[config.mk]
export PLATFORM = sky130hd
export DESIGN_NAME = ram_reader
export DESIGN_NICKNAME = d
export VERILOG_FILES = /design/src/rtl/ram_reader.sv
export SDC_FILE = /design/constraint.sdc
export NUM_CORES = 1
export LEC_CHECK = 0
export CORE_UTILIZATION = 33
export CTS_CLUSTER_DIAMETER = 60
export CTS_CLUSTER_SIZE = 20
export DETAILED_ROUTE_END_ITERATION = 12
export PLACE_DENSITY_LB_ADDON = 0.05
export SYNTH_ARGS = -nofsm -noshare
export SYNTH_HDL_FRONTEND = slang
export SYNTH_SLANG_ARGS = --single-unit
[constraint.sdc]
create_clock -name i_clk -period 4.2 [get_ports i_clk]
set_input_delay 0.63 -clock i_clk [delete_from_list [all_inputs] [get_ports i_clk]]
set_output_delay 0.63 -clock i_clk [all_outputs]
set_load 0.01 [all_outputs]
[src/rtl/ram_reader.sv]
// Burst reader: walks an SRAM address range through a single-outstanding read port
// and streams the returned bytes out of a 4-entry first-word-fall-through FIFO.
module ram_reader (
  input  logic        i_clk,
  input  logic        i_nreset,
  input  logic        i_start,
  input  logic [14:0] i_base_addr,
  input  logic [14:0] i_length,
  output logic [14:0] o_rd_addr,
  output logic        o_rd_req,
  input  logic        i_rd_ack,
  input  logic [7:0]  i_ram_data,
  output logic [7:0]  o_dout,
  output logic        o_dout_valid,
  input  logic        i_dout_ready,
  output logic        o_busy,
  output logic        o_done,
  output logic [1:0]  o_dbg_state
);

  // Handshakes: a byte moves to the consumer on every edge where o_dout_valid and
  // i_dout_ready are both high; a read completes on the edge ending an i_rd_ack
  // cycle, and only counts while o_rd_req (the outstanding flag) is high.
  typedef enum logic [1:0] {S_IDLE, S_REQ, S_HOLD, S_DRAIN} state_t;

  state_t      r_state, w_state_nxt;
  logic        r_rd_req, w_rd_req_nxt;
  logic        r_done, w_done_nxt;
  logic [14:0] r_addr, r_remaining;
  logic [7:0]  r_mem [4];
  logic [1:0]  r_wr_ptr, r_rd_ptr;
  logic [2:0]  r_count, w_count_nxt;
  logic        w_push, w_pop, w_capture;

  assign w_pop       = (r_count != 3'd0) && i_dout_ready;
  assign w_push      = (r_state == S_REQ) && r_rd_req && i_rd_ack;
  assign w_capture   = (r_state == S_IDLE) && i_start && (i_length != 15'd0);
  assign w_count_nxt = r_count + {2'b00, w_push} - {2'b00, w_pop};

  always_comb begin
    w_state_nxt  = r_state;
    w_rd_req_nxt = r_rd_req;
    w_done_nxt   = 1'b0;
    case (r_state)
      S_IDLE: begin
        if (i_start) begin
          if (i_length == 15'd0) begin
            w_done_nxt = 1'b1;
          end else begin
            w_state_nxt  = S_REQ;
            w_rd_req_nxt = 1'b1;
          end
        end
      end
      S_REQ: begin
        if (w_push) begin
          // Last byte of the burst takes priority over a full FIFO.
          if (r_remaining == 15'd1) begin
            w_state_nxt  = S_DRAIN;
            w_rd_req_nxt = 1'b0;
          end else if (w_count_nxt == 3'd4) begin
            w_state_nxt  = S_HOLD;
            w_rd_req_nxt = 1'b0;
          end
        end
      end
      S_HOLD: begin
        if (w_pop) begin
          w_state_nxt  = S_REQ;
          w_rd_req_nxt = 1'b1;
        end
      end
      S_DRAIN: begin
        if (w_pop && (r_count == 3'd1)) begin
          w_state_nxt = S_IDLE;
          w_done_nxt  = 1'b1;
        end
      end
      default: begin
        w_state_nxt  = S_IDLE;
        w_rd_req_nxt = 1'b0;
      end
    endcase
  end

  always_ff @(posedge i_clk) begin
    if (!i_nreset) begin
      r_state     <= S_IDLE;
      r_rd_req    <= 1'b0;
      r_done      <= 1'b0;
      r_addr      <= 15'd0;
      r_remaining <= 15'd0;
      r_wr_ptr    <= 2'd0;
      r_rd_ptr    <= 2'd0;
      r_count     <= 3'd0;
    end else begin
      r_state  <= w_state_nxt;
      r_rd_req <= w_rd_req_nxt;
      r_done   <= w_done_nxt;
      r_count  <= w_count_nxt;
      if (w_capture) begin
        r_addr      <= i_base_addr;
        r_remaining <= i_length;
      end else if (w_push) begin
        r_addr      <= r_addr + 15'd1;
        r_remaining <= r_remaining - 15'd1;
      end
      if (w_push) r_wr_ptr <= r_wr_ptr + 2'd1;
      if (w_pop)  r_rd_ptr <= r_rd_ptr + 2'd1;
    end
  end

  // Storage is not reset; only the pointers define what is valid.
  always_ff @(posedge i_clk) begin
    if (i_nreset && w_push) r_mem[r_wr_ptr] <= i_ram_data;
  end

  assign o_rd_addr    = r_addr;
  assign o_rd_req     = r_rd_req;
  assign o_dout       = r_mem[r_rd_ptr];
  assign o_dout_valid = (r_count != 3'd0);
  assign o_busy       = (r_state != S_IDLE);
  assign o_done       = r_done;
  assign o_dbg_state  = r_state;

endmodule

After elaboration in Yosys (flattened, before gate mapping)
Memories as Yosys holds them, arrays and structs flattened. A register that Yosys moved wholly into a read port is not among the register bits.
Index checks and enable logic that the tools add are counted.
Cells by class
  add/subtract/negate cells: 6
  eq/ne operators: 12
  mux-type cells: 27
  reduce and logical (&&, ||, !) cells: 16
Operators with widths (count)
  $mux 15: 4
  $mux 2: 9
  $add 15x1->15 const B: 1
  $eq 15x1->1 const B: 1
  $logic_not 15->1: 1
  $reduce_bool 15->1: 1
  $sub 15x1->15 const B: 1
  $reduce_and 6->1: 2
  $mux 1: 11
  $ne 2x2->1 const B: 5
  $pmux 2 s4: 1
  $logic_and 1x1->1: 7
  $reduce_bool 3->1: 2
  $add 2x1->2 const B: 2
  $eq 2x2->1 const B: 2
  $reduce_bool 2->1: 2
  $add 3x1->3: 1
  $eq 3x1->1 const B: 1
  $eq 3x3->1 const B: 1
  $ne 3x1->1 const B: 1
  $pmux 1 s3: 1
  $sub 3x1->3: 1
  $eq 2x1->1 const B: 1
  $logic_not 2->1: 1
  $pmux 1 s2: 1
Word-level totals
  flip-flop bits (word level): 41
  RAM bits: 32
  input bits: 43
  output and inout port bits: 29
  word-level logic and storage cells: 70
  memories: 1
Memories
  r_mem: depth 4, bits a word 8, read ports 1, clocked after Yosys merged registers in 1, wr ports 1, RTL line 30  | logic [7:0] r_mem [4];

Logic depth before layout (Yosys ltp)
Gate-level depths: netlist (run 1).
  depth after elaboration: 10
  mapped depth: 14

Least setup slack after synthesis (run 1)
OpenSTA, ideal clock, no wires.
  path kind: register to register
  start point: register r_state[0] (netlist: o_dbg_state[0])
  end point: register r_state[1] (netlist: o_dbg_state[1])
  setup time: 0.072 ns
  data arrival time: 3.094 ns
  required time: 4.128 ns
  setup slack: 1.035 ns
  cell stages (with the launch flop): 13
  buffers on the path: 1
  period minus slack after synthesis: 3.165 ns
  path through: dfxtp_1 ha_1 and3_1 clkbuf_1 inv_1 ha_1 inv_1 ha_1 fa_1 or2_2 o211ai_1 nor2b_1 mux2i_1
Between the ends
  longest elaborated chain between the ends: 8
  elaborated cells on any way between the ends: 17
RTL lines
  from (decl): RTL line 26  | state_t r_state, w_state_nxt;
  from (signal assigned): RTL line 97  | r_state <= w_state_nxt;
  $eq 2x1->1: RTL line 36  | assign w_push = (r_state == S_REQ) && r_rd_req && i_rd_ack;
  $logic_and 1x1->1 (2 in a row): RTL line 36
  $add 3x1->3: RTL line 38  | assign w_count_nxt = r_count + {2'b00, w_push} - {2'b00, w_pop};
  $sub 3x1->3: RTL line 38
  via w_count_nxt[1]: RTL line 32  | logic [2:0] r_count, w_count_nxt;
  $eq 3x3->1: RTL line 61  | end else if (w_count_nxt == 3'd4) begin
  $ne 3x1->1 (no line)
  $reduce_and 6->1 (no line)
The timed path passes the listed nets, and every way through them passes these cells.
A chain may end at the register's enable or synchronous reset.

Final worst setup path (run 1)
  start point: register r_state[1] (netlist: o_dbg_state[1])
  end point: register r_state[1] (netlist: o_dbg_state[1])
The elaborated chain is that of the path after synthesis.

==> summary.txt, run 1 <==
Outcome
  • Outcome: complete, no violations

Synth
  • Syn. warnings: 0
  • Yosys reg bits: 75
  • Synth Instances: around 320
  • Top cells by count, synth: 43 x dfxtp_1, 32 x edfxtp_1, 29 x nor2_1, 22 x nand2_1, 21 x xnor2_1
  • Post-Syn Area: approximately 0.0035 sq mm
  • Fraction of registers with async set/reset: 0%
  • Sequential fraction of the synthesis area: 51.74%
  • Area contributors post-synth: edfxtp_1 27%, dfxtp_1 24%, ha_1 5.3%
  • Avg Cell Area, Syn: 10.90 sq um
  • Syn nets: about 380
  • Yosys cell types: 42
  • Synth area leader: edfxtp_1
  • Top-area cell type share of the netlist area: 27.29%
  • Top_reg_cell synth: dfxtp_1
  • Post-synth EDFFs: 32
  • Most frequent cell after synthesis: dfxtp_1

Clock tree
  • Cts hold-fix bufs: 0
  • Clk_lat worst skew: 0.35 ns
  • Clk root buf: clkbuf_8
  • CTS Sinks: 75
  • Htree depth: 3
  • Postcts setup bufs: 0
  • TritonCTS buffer count: 9
  • CTS max path bufs: 2
  • # resized after CTS: 0
  • Clock slew at reported path FFs: about 0.080 ns
  • CTS tree: done

Timing
  • # setup viols final: 0
  • Fmax: 317.1 MHz
  • Max Slew Vio Count: 0
  • Slew @ Worst Pin: between 0.7 and 0.8 ns
  • Final hold vios: 0
  • Final min period: 3.154 ns
  • Period utilisation layout: 75.09%
  • Setup TNS: 0 ns
  • RSZ-0062 raised after global routing: false
  • Clk_skew: 0.01316 ns
  • Headroom to the max-slew limit: about half

Final layout
  • Non-filler instance count after layout: approximately 530
  • Post-layout util: between 40% and 50%
  • Layout cell share with drive strength beyond 1: about 8.3%
  • FILL cells: 1003
  • Diodes inserted: 0
  • Nets: around 450
  • Area growth syn-to-layout: 29.03%

Drt
  • Post-route DRC: 0
  • Vias/cell: ~4.9
  • Via Count: 2613
  • DRT Wirelength: ~7800 um
  • Routed Antenna Nets: 0
  • Wire per inst: between 10 and 15 um
  • Detailed Route Iter0 Violations: 125
  • First-pass DRT Iterations: 4

Critical path
  • Worst R2R End: o_dbg_state[1]$_SDFFE_PN0P_
  • CP cell instances: inv_1 > ha_1 > and3_1 > inv_1 > ha_1 > inv_1 > ha_1 > fa_1 > or2_2 > o211ai_1 > nor2b_1 > mux2i_1
  • Arrival time at the worst endpoint: between 3 and 4 ns
  • CP endpoint kind: register
  • Worst reg2reg path depth: 12
  • CP max-delay cell: dfxtp_1
  • CP max FO: 7
  • R2r startpoint: o_dbg_state[1]$_SDFFE_PN0P_
  • Crit Path Class: register to register
  • CP Launch Type: register
  • R2r setup slk: around 1.0 ns
  • WP data required: around 4.5 ns
  • Slowest stage delay, CP: 0.43 ns

Placement
  • Placed wire-length estimate: ~5500 um
  • Final Wtd Congestion: slightly below 0.8
  • Cells after DPL: roughly 520
  • Port Buffers: 71

GRT
  • Global-route wire length before repair: ~13000 um
  • Largest net degree at the start of global routing: 60
  • Grt ovf: 0
  • Vias in the first global route: between 2000 and 3000
  • Total GRT Usage: around 15%
  • Initial antenna violation count: 0

Floorplan
  • Starting Density: between 30% and 40%
  • Row count: 37
  • Chip Width: between 100 and 150 um
  • I/O pin cnt: 72
  • Floorplan Core Area: about 0.010 sq mm
  • Die Span Y: around 110 um
  • Die ar.: 0.01109 sq mm

Job
  • Maxcap violations: 0

Hold path
  • Hold Path End: r_wr_ptr[1]$_SDFFE_PN0P_
  • Hold Path Stages: 2
  • Hold Crit Class: register to register
  • HP Start: r_wr_ptr[1]$_SDFFE_PN0P_

Pwr
  • Pwr Density: between 500 and 600 mW/mm^2
  • Pwr Total: ~2.3 mW
  • VDD IR-drop max: roughly 0.21 mV
  • Leakage: around 1.5 nW
## flip-flops by register name, indices dropped and copies added, names as in the netlist, named ones only
signal / count
o_rd_addr: 15
o_dbg_state: 2
r_wr_ptr: 2
o_done: 1
r_remaining: 15
r_rd_ptr: 2
r_mem: 32
r_count: 3
o_rd_req: 1
## power by group
part | total [mW] | leakage (nW) | switching, mW | internal [mW]
Combinational | 0.823 | 0.800 | 0.366 | 0.457
Sequential | 1.03 | 0.643 | 0.151 | 0.874
Clock | 0.485 | 0.0766 | 0.270 | 0.215
Total | 2.33 | 1.52 | 0.787 | 1.55
## stage by stage
stage / cell area, sq um / hold WS (ns) / worst slack (ns)
after floorplan: 3521 / 0.4692 / 1.035
after global placement: 4379 / 0.5020 / 0.8169
after detailed placement: 4379 / 0.4958 / 0.7625
after CTS: 4543 / 0.5073 / 1.021
after global routing: 4543 / 0.5321 / 0.7319
final: 4543 / 0.5072 / 1.046
## worst max-delay path: cells and delay by family, from the launching register on
family / cells / cell delay, ns
multiplexers: 1 / 0.19
AND/OR/NAND/NOR: 3 / 0.78
buffers and inverters: 3 / 0.36
AO/OA/AOI/OAI: 1 / 0.23
flip-flops: 1 / 0.43
adder cells (fa/ha/maj): 4 / 1.10
## cell families after synthesis
logic type | synth area share (%)
and+or+nand+nor | 15.03
DFF | 51.74
AOI/OAI and AO/OA | 10.52
xor gates and xnor gates | 7.711
buffers and inverters | 3.092
adders and majority gates | 5.899
muxes | 6.006
## area by class of cell
class / instances / area [sq um] / share of cell area (%)
Clock buffer: 12 / 135.1 / 2.974
Clock inverter: 4 / 28.78 / 0.6334
Inverter: 14 / 52.55 / 1.157
Multi-Input combinational cell: 219 / 1602 / 35.25
Sequential cell: 75 / 1822 / 40.10
Tap cell: 136 / 170.2 / 3.746
Timing Repair Buffer: 74 / 733.2 / 16.14
## routing by layer
layer / vias up / share of wire [%] / global-route usage, % / wire, um
met5: - / 0 / 0 / 0
met2: 55 / 43 / 22.56 / 3346
met1: 1238 / 51 / 20.78 / 4000
met4: 0 / 1.7 / 7.847 / 133
met3: 10 / 4.5 / 3.030 / 351
li1: 1310 / - / - / -
## how the worst max path moves through the flow
stage	start	slack, ns	to	cells past startpoint
2_1_floorplan	o_dbg_state[0]$_SDFFE_PN0P_	1.03	o_dbg_state[1]$_SDFFE_PN0P_	12
3_3_place_gp	i_rd_ack	0.82	o_dbg_state[1]$_SDFFE_PN0P_	11
3_5_place_dp	i_rd_ack	0.76	o_rd_req$_SDFFE_PN0P_	11
4_1_cts	o_dbg_state[1]$_SDFFE_PN0P_	1.02	o_dbg_state[1]$_SDFFE_PN0P_	12
5_1_grt	o_dbg_state[1]$_SDFFE_PN0P_	0.73	o_rd_req$_SDFFE_PN0P_	12
6_report	o_dbg_state[1]$_SDFFE_PN0P_	1.05	o_dbg_state[1]$_SDFFE_PN0P_	12
## cells in the final DEF, fill, tap and decap left out, types with 3 or more instances in the layout
| master | n |
|---|---|
| and3_1 | 7 |
| nand3_1 | 6 |
| a211oi_1 | 8 |
| nand2_1 | 22 |
| xnor2_1 | 21 |
| inv_1 | 14 |
| clkdlybuf4s50_1 | 71 |
| xor2_1 | 10 |
| clkbuf_1 | 3 |
| nand4_1 | 8 |
| nor2_1 | 29 |
| nor3_1 | 6 |
| a311oi_1 | 3 |
| clkbuf_8 | 9 |
| o21ai_0 | 19 |
| buf_4 | 3 |
| nor4_1 | 8 |
| edfxtp_1 | 32 |
| a21oi_1 | 19 |
| ha_1 | 15 |
| mux4_2 | 8 |
| dfxtp_1 | 43 |
(Power assumes the default switching activity.)
==> run 2, diff against run 1 <==
Clock period 4.2 ns to 2.6 ns, I/O delays scaled along.
==> run 2 against run 1 <==
  * Wire length grew 0.27%
  * Setup slack worse by 1.0 ns
  * Cell area increased by 6.1%
  * Largest cell class unchanged
==> summary.txt, run 2 (synthesis results as in run 1) <==
Outcome
  • Outcome: complete, no violations

Timing
  • # setup viols final: 0
  • Final hold vios: 0
  • Headroom to the max-slew limit: between 40% and 50%
  • Fmax: 389.9 MHz
  • Clk_skew: just over 0.01 ns
  • Setup TNS: 0 ns
  • Slew @ Worst Pin: approximately 0.77 ns
  • Period utilisation layout: ~100%
  • RSZ-0062 raised after global routing: true
  • Final min period: 2.565 ns
  • Max Slew Vio Count: 0

Critical path
  • CP max FO: 3
  • Crit Path Class: primary input to register
  • WP data required: about 2.9 ns
  • CP Launch Type: primary input
  • Arrival time at the worst endpoint: approximately 2.8 ns
  • CP endpoint kind: register

Clock tree
  • Clock slew at reported path FFs: ~0.080 ns
  • CTS max path bufs: 2
  • TritonCTS buffer count: 9
  • Clk root buf: clkbuf_8
  • Htree depth: 3
  • CTS tree: done
  • Clk_lat worst skew: roughly 0.35 ns
  • Cts hold-fix bufs: 0
  • CTS Sinks: 75

Final layout
  • Largest reg by FF count: r_mem
  • Storage cell area: approximately 0.0018 sq mm
  • Area growth syn-to-layout: 36.89%
  • Layout cell share with drive strength beyond 1: between 10% and 20%
  • Commonest non-fill, non-tap cell in the layout: clkdlybuf4s50_1
  • Max FFs per register: 32
  • Nets: between 400 and 500
  • Diodes inserted: 0
  • Most frequent cells in the layout: 71 x clkdlybuf4s50_1, 41 x dfxtp_1, 32 x edfxtp_1, 29 x nor2_1, 22 x nand2_1
  • Final instance area: a little under 0.005 sq mm
  • Non-filler instance count after layout: around 550
  • FILL cells: 990
  • Multi-input gate area: 0.001664 sq mm

Drt
  • Detailed Route Iter0 Violations: roughly 130
  • Routed Antenna Nets: 0
  • Vias/cell: between 4 and 5
  • Post-route DRC: 0
  • Via Count: 2653
  • Wire per inst: approximately 14 um
  • DRT Wirelength: about 7900 um
  • First-pass DRT Iterations: 4

Pwr
  • Pwr Density: about 900 mW/mm^2
  • VDD IR-drop max: around 0.38 mV
  • Leakage: approximately 1.7 nW

Floorplan
  • Floorplan Core Area: 0.01032 sq mm
  • Chip Width: 105.3 um
  • Die Span Y: approximately 110 um
  • Row count: 37
  • Die ar.: about 0.011 sq mm
  • I/O pin cnt: 72
  • Starting Density: between 30% and 40%

Placement
  • Placed wire-length estimate: roughly 5600 um
  • Final Wtd Congestion: 0.7387
  • Cells after DPL: approximately 530
  • Area after DPL: between 0.004 and 0.005 sq mm
  • Port Buffers: around 70

GRT
  • Initial antenna violation count: 0
  • Global-route wire length before repair: ~13000 um
  • Grt ovf: 0
  • Vias in the first global route: 2589
  • Largest net degree at the start of global routing: 46
  • Total GRT Usage: 15.26%

Hold path
  • Hold Crit Class: register to register

Job
  • Maxcap violations: 0
-- run 2: cell count changes in the layout (fill, tap and decap cells not counted), sizes merged --
| cell | change |
|---|---|
| buf | +17 |
| clkbuf | -3 |
| bufinv | +2 |
| clkinvlp | -2 |
| inv | +2 |
| clkinv | +1 |
-- run 2: what timing repair did --
item	CTS	global route
pin swaps	2	3
resized for setup	2	0
setup endpoints to repair	2	3
buffers inserted	0	2
-- run 2: through the flow --
stage | util (%) | power, mW | setup slack, ns | hold WS, ns
final | 46.69 | 4.230 | 0.03494 | 0.5153
after global routing | 46.69 | 4.519 | -0.08044 | 0.5374
after CTS | 46.54 | 4.281 | 0.002064 | 0.5163
after detailed placement | 44.26 | 3.219 | -0.3828 | 0.5058
after global placement | 44.26 | 3.206 | -0.3611 | 0.4850
after floorplan | - | 2.560 | -0.05626 | 0.4692
-- run 2: final cells by class --
cell class / count / share of cell area, %
Sequential cell: 75 / 37.95
Clock inverter: 7 / 2.051
Multi-Input combinational cell: 219 / 34.53
Timing Repair Buffer: 91 / 18.12
Tap cell: 136 / 3.531
Clock buffer: 9 / 2.570
Inverter: 14 / 1.246
-- run 2: final timing paths --
kind | cells past startpoint | slack (ns) | start | end
setup reg to reg | 12 | 0.05 | o_dbg_state[1]$_SDFFE_PN0P_ | o_dbg_state[1]$_SDFFE_PN0P_
hold reg to reg | 2 | 0.52 | r_wr_ptr[1]$_SDFFE_PN0P_ | r_wr_ptr[1]$_SDFFE_PN0P_
hold / removal | 2 | 0.52 | r_wr_ptr[1]$_SDFFE_PN0P_ | r_wr_ptr[1]$_SDFFE_PN0P_
setup / recovery | 11 | 0.03 | i_rd_ack | o_dbg_state[1]$_SDFFE_PN0P_
-- run 2: worst max-delay path: stages --
cell	delay (ns)
clkdlybuf4s50_1	0.49
and3_4	0.22
inv_6	0.04
ha_4	0.24
inv_2	0.04
ha_4	0.14
fa_2	0.41
or2_4	0.23
o211ai_1	0.25
nor2b_4	0.21
mux2i_1	0.17
-- run 2: routing by layer --
metal | up-vias | wire length (um) | track usage (%) | share of wire (%)
met1 | 1239 | 3774 | 19.71 | 48
met4 | 0 | 80 | 5.734 | 1.0
met3 | 5 | 353 | 3.711 | 4.5
met5 | - | 0 | 0 | 0
li1 | 1353 | - | - | -
met2 | 56 | 3644 | 24.67 | 46
-- run 2: power breakdown --
group          internal [mW]  switching [mW]
sequential              1.42           0.186
combinational          0.914           0.704
clock                  0.548           0.461
total                   2.88            1.35
